--- config.mk ---
export PLATFORM = sky130hd
export DESIGN_NAME = mem_stage_cache
export DESIGN_NICKNAME = d
export VERILOG_FILES = /design/src/rtl/mem_stage_cache.sv
export SDC_FILE = /design/constraint.sdc
export NUM_CORES = 2
export LEC_CHECK = 0
export CAP_MARGIN = 20
export CELL_PAD_IN_SITES_DETAIL_PLACEMENT = 1
export CELL_PAD_IN_SITES_GLOBAL_PLACEMENT = 1
export CORE_MARGIN = 4
export CORE_UTILIZATION = 50
export CTS_BUF_LIST = sky130_fd_sc_hd__clkbuf_4 sky130_fd_sc_hd__clkbuf_8
export CTS_CLUSTER_SIZE = 14
export DETAILED_ROUTE_END_ITERATION = 16
export PLACE_DENSITY = 0.8
export SYNTH_ARGS = -nofsm -noshare
export SYNTH_HDL_FRONTEND = slang
export SYNTH_SLANG_ARGS = --single-unit
--- constraint.sdc ---
create_clock -name clk -period 17.3 [get_ports clk]
set_input_delay 3.46 -clock clk [delete_from_list [all_inputs] [get_ports clk]]
set_output_delay 3.46 -clock clk [all_outputs]
set_load 0.02 [all_outputs]
--- src/rtl/mem_stage_cache.sv ---
// Direct-mapped, write-through, no-write-allocate data cache for the MEM stage.
// Misses and stores become two back-to-back 16-bit SRAM accesses (low half first).
module mem_stage_cache #(
  parameter int INDEX_BITS = 6
) (
  input  logic        clk,
  input  logic        rst,
  input  logic        mem_r_en,
  input  logic        mem_w_en,
  input  logic [31:0] addr,
  input  logic [31:0] wdata,
  output logic [31:0] rdata,
  output logic        freeze,
  output logic [3:0]  sram_opcode,
  output logic [17:0] sram_addr,
  output logic [15:0] sram_write_data,
  input  logic [15:0] sram_read_data,
  input  logic        sram_ready
);
  localparam int TAG_W = 17 - INDEX_BITS;
  localparam int LINES = 1 << INDEX_BITS;

  typedef enum logic [2:0] {IDLE, RD_LO, RD_HI, WR_LO, WR_HI, DONE} state_t;

  state_t            state;
  logic [16:0]       addr_q;
  logic [31:0]       wdata_q;
  logic [31:0]       fill;
  logic              was_read;
  logic              prev_ready;
  logic [LINES-1:0]  valid;
  logic [TAG_W-1:0]  tags [LINES];
  logic [31:0]       data [LINES];

  logic [INDEX_BITS-1:0] idx, idx_q;
  logic [TAG_W-1:0]      tag, tag_q;
  logic                  hit, hit_q, load, store, done;
  logic                  unused_addr;

  assign idx   = addr[INDEX_BITS+1:2];
  assign tag   = addr[18:INDEX_BITS+2];
  assign idx_q = addr_q[INDEX_BITS-1:0];
  assign tag_q = addr_q[16:INDEX_BITS];
  assign hit   = valid[idx] && (tags[idx] == tag);
  assign hit_q = valid[idx_q] && (tags[idx_q] == tag_q);
  assign store = mem_w_en;
  assign load  = mem_r_en && !mem_w_en;
  // Controller drops ready in the last cycle of each access.
  assign done  = prev_ready && !sram_ready;
  assign unused_addr = ^{addr[31:19], addr[1:0]};

  always_ff @(posedge clk) begin
    if (rst) begin
      state      <= IDLE;
      prev_ready <= 1'b0;
      valid      <= '0;
      addr_q     <= '0;
      wdata_q    <= '0;
      fill       <= '0;
      was_read   <= 1'b0;
    end else begin
      prev_ready <= sram_ready;
      case (state)
        IDLE: begin
          if (store) begin
            addr_q   <= addr[18:2];
            wdata_q  <= wdata;
            was_read <= 1'b0;
            state    <= WR_LO;
          end else if (load && !hit) begin
            addr_q   <= addr[18:2];
            was_read <= 1'b1;
            state    <= RD_LO;
          end
        end
        RD_LO: if (done) begin
          fill[15:0] <= sram_read_data;
          state      <= RD_HI;
        end
        RD_HI: if (done) begin
          fill[31:16]  <= sram_read_data;
          valid[idx_q] <= 1'b1;
          state        <= DONE;
        end
        WR_LO: if (done) state <= WR_HI;
        WR_HI: if (done) state <= DONE;
        DONE:  state <= IDLE;
        default: state <= IDLE;
      endcase
    end
  end

  // Tag/data arrays carry no reset; valid bits alone decide residency.
  always_ff @(posedge clk) begin
    if (!rst && done) begin
      if (state == RD_HI) begin
        tags[idx_q] <= tag_q;
        data[idx_q] <= {sram_read_data, fill[15:0]};
      end else if (state == WR_HI && hit_q) begin
        data[idx_q] <= wdata_q;
      end
    end
  end

  always_comb begin
    rdata           = '0;
    freeze          = 1'b0;
    sram_opcode     = 4'd0;
    sram_addr       = '0;
    sram_write_data = '0;
    case (state)
      IDLE: begin
        if (load && hit) rdata = data[idx];
        freeze = store || (load && !hit);
      end
      RD_LO: begin
        freeze      = 1'b1;
        sram_opcode = 4'd10;
        sram_addr   = {addr_q, 1'b0};
      end
      RD_HI: begin
        freeze      = 1'b1;
        sram_opcode = 4'd10;
        sram_addr   = {addr_q, 1'b1};
      end
      WR_LO: begin
        freeze          = 1'b1;
        sram_opcode     = 4'd11;
        sram_addr       = {addr_q, 1'b0};
        sram_write_data = wdata_q[15:0];
      end
      WR_HI: begin
        freeze          = 1'b1;
        sram_opcode     = 4'd11;
        sram_addr       = {addr_q, 1'b1};
        sram_write_data = wdata_q[31:16];
      end
      DONE: rdata = was_read ? fill : 32'd0;
      default: ;
    endcase
  end
endmodule

==> impl_metrics.tcl <==
set metrics [dict create \
    avgRoutedWirePerCell_um 38.7 \
    worst_pin_slew_ns 1.19 \
    num_io_pins 156 \
    holdCritStartpoint "fill[22]" \
    crit_required_ns 13.84 \
    tns_ns 0 \
    drive_above_1_share_pct 32.8 \
    num_vias 66100 \
    gp_congestion 0.883 \
    fin_ws_ns 2.83 \
    cts_tree "done" \
    area_delta_synth_final_pct 12.9 \
    path_class "in2out" \
    final.setup_skew_ns 0.148 \
    cts_resized 0 \
    core_area_um2 236000 \
    top_usage_layer "met2" \
    via_per_inst 6.84 \
    clk_pin_slew_ns 0.06 \
    worstPathMaxFanout 89 \
    setup_violations 0 \
    crit_buf_inv 3 \
    finalNetCount 6250 \
    cts_inserted_buffers 449 \
    reg2reg_to "data[1][9]" \
    numPortBuffers 139 \
    first_iter_violations 10000 \
    reg2reg_depth 14 \
    n_fill_cell 20200 \
    grt_first_pass_wirelength_mm 516 \
    power.leakage_nw 40.1 \
    synth.distinct_cells 63 \
    hold_path_end "fill[22]" \
    grt_usage_pct 29.8 \
    p_per_area_nw_per_um2 108 \
    slowest_stage "o21ai_0" \
    path_cells "buf_8, buf_12, mux2i_1, a22oi_1, a21oi_1, nor4_1, mux2_2, a221oi_1, o2111ai_1, nor4_2, nand3_2, o21ai_0, clkdlybuf4s50_1" \
    outcome "complete, no violations" \
    synth-seq-area-share_pct 72.2 \
    synthMuxAreaShare_pct 21.6 \
    slowest_delay_ns 1.16 \
    syn-mean-instance-area_um2 20.7 \
    dr.pass1.iters 5 \
    hold_depth 2 \
    peakVddDrop_uv 107 \
    die_w_um 495 \
    drv_slew 0 \
    syn-num-nets 5827 \
    grt_pass1_vias 68500 \
    netlist_instances 5742 \
    hold_class "reg2reg" \
    rows 178 \
    synth-simple-area-share_pct 2.40 \
    use_met3_pct 7.90 \
    period_minus_slack_ns 14.47 \
    synth_top_family_by_area "multiplexers" \
    wirelength_mm 374 \
    yosys_most_used_dff "edfxtp_1" \
    yosys.area_share.adder_pct 0 \
    syn_area_um2 119000 \
    drv_cap 0 \
    max_freq_ghz 0.0691 \
    cts.sinks 2908 \
    die_area_um2 245000 \
    ctsHoldBuffers 0 \
    die_h_um 495 \
    clk_latency_ns 1.14 \
    grt_start_max_net_pins 112 \
    htreeDepth 5 \
    post_cts_buffers 0 \
    synth_seq_cells 2908 \
    period_share_pct 83.6 \
    antenna_left 0 \
    drc_errors 0 \
    cts_root_buf "clkbuf_8" \
    max_slew_margin_pct 20.7 \
    crit_path_start "addr[4]" \
    pre_cts_slack_ns 3.20 \
    rsz0062_at_grt "no" \
    dp_hpwl_mm 203 \
    crit_arrival_ns 11.01 \
    grt-ovfl-total 0 \
    synth_warnings 0 \
    start_util_pct 50.4 \
    antenna_found_initial 19 \
    synth-edff-count 2752 \
    critical_path.top_delay_family "simple AND/OR/NAND/NOR gates" \
    synth_xor_area_share_pct 0.162 \
    synth-compound-area-share_pct 2.14 \
    endpoint_kind "output pin" \
    use_met2_pct 46.8 \
    reg2reg_slack_ns 8.60 \
    async_reset_ff_share_pct 0 \
    finalHoldViolCount 0 \
    grtUsageMet1_pct 38.1 \
    cts_buffer_depth 4 \
    start_kind "input pin" \
]
==> how the worst max path moves through the flow <==
stage / endpoint / cells after the start
after floorplan: rdata[19] / 12
after global placement: rdata[22] / 13
after detailed placement: rdata[22] / 13
after CTS: rdata[22] / 13
after global routing: rdata[3] / 13
final: rdata[31] / 13
==> worst reg2reg max path: stages, from the launching register on <==
cell	delay, ns
dfxtp_4	0.83
buf_4	0.80
buf_4	0.65
mux4_2	0.69
mux4_2	0.52
mux2i_1	0.39
mux2i_1	0.18
xor2_1	0.17
or4_1	0.56
a2111oi_4	0.36
buf_4	0.59
or2_1	0.54
nand2b_1	0.63
nor2_4	0.94
buf_4	0.50
==> sequential cells by signal, indices dropped and copies added (netlist names), named ones only <==
signal	cells
data	2048
tags	704
state	3
prev_ready	1
addr_q	17
fill	32
valid	64
was_read	1
wdata_q	32
==> where the power goes <==
part	total [W]	internal, W	switching [W]
registers	0.00775	0.00771	0.0000388
logic	0.00101	0.000394	0.000613
clock network	0.00575	0.00296	0.00279
total	0.0145	0.0111	0.00344
==> placed cells by master (no fill, tap or decap), types with 55 or more instances in the layout <==
| cell | count |
|---|---|
| nor2_4 | 64 |
| mux2_2 | 95 |
| nand2b_1 | 55 |
| clkinv_2 | 55 |
| inv_1 | 66 |
| clkdlybuf4s50_1 | 132 |
| o22ai_1 | 77 |
| clkbuf_8 | 464 |
| nor2_1 | 93 |
| dfxtp_1 | 141 |
| a21oi_1 | 117 |
| buf_4 | 188 |
| mux2i_1 | 263 |
| nand2_1 | 218 |
| clkbuf_4 | 141 |
| mux4_2 | 973 |
| a22oi_1 | 71 |
| clkinv_1 | 116 |
| edfxtp_1 | 2752 |
==> metrics by stage <==
stage / utilization, % / cells / total power, W / area, um^2 / hold slack [ns]
after CTS: 56.5 / 9628 / 0.0145 / 133000 / 0.465
after global routing: 56.9 / 9668 / 0.0149 / 134000 / 0.499
after global placement: 52.9 / 8829 / 0.00883 / 125000 / 0.444
final: 56.9 / 9674 / 0.0145 / 134000 / 0.472
after floorplan: - / 5742 / 0.00850 / 119000 / 0.437
after detailed placement: 52.9 / 8830 / 0.00887 / 125000 / 0.449
==> cells in the mapped netlist, types with 3 or more instances <==
library cell  count  area [um^2]
buf_1            83          312
nand2_1         218          818
dfxtp_1         156         3120
a211oi_1         10         75.1
nand3b_1          5         37.5
nor2_1          195          732
a21oi_1         117          586
xor2_1            8         70.1
o2111ai_1         3         26.3
mux2_2           95         1070
nor3_1            9         45.0
clkinv_1          3         11.3
or3b_2            6         52.6
o211ai_1          4         30.0
mux4_2          973        21900
inv_1            66          248
nand4_1           6         37.5
nor4_1           11         68.8
or2_2             8         50.1
o22ai_1          77          482
mux2i_1         263         2630
nor2b_1          17          106
buf_4             6         45.0
a22o_1           18          158
o221ai_1          4         35.0
buf_2            62          310
edfxtp_1       2752        82600
and2_1           26          163
nand3_1          36          180
a22oi_1          71          533
a31oi_1           4         25.0
a2bb2oi_1         3         26.3
or4_1             3         22.5
o31ai_1           4         30.0
nand2b_1         55          344
clkbuf_1        240          901
and3_1            4         25.0
or3_1            15         93.8
o21ai_0          54          270
a221oi_1          9         78.8
a311oi_1          4         35.0
xnor2_1          14          123
==> layout make-up <==
| cell class | count | area (um^2) | area share, % |
|---|---|---|---|
| inverters | 69 | 262 | 0.195 |
| clock buffers | 605 | 7440 | 5.55 |
| multi-input cells | 2373 | 31800 | 23.7 |
| repair buffers | 364 | 3690 | 2.75 |
| flip-flops and latches | 2908 | 85800 | 64.0 |
| clock inverters | 193 | 1160 | 0.867 |
| diodes | 12 | 30.0 | 0.0224 |
| well taps | 3150 | 3940 | 2.94 |
==> per-layer routing <==
metal	up-vias	part of all wire (%)
met1	34700	33
met4	12	6.9
met2	5352	48
met3	1165	12
met5	-	0.021
li1	24900	-
==> logic make-up after synthesis <==
logic type	after synthesis
XOR/XNOR	22
AND/OR/NAND/NOR	622
other	1
multiplexers	1331
flip-flops	2908
AO/OA/AOI/OAI	397
buffers and inverters	461
Note: power is estimated with default switching activity, not from simulation.
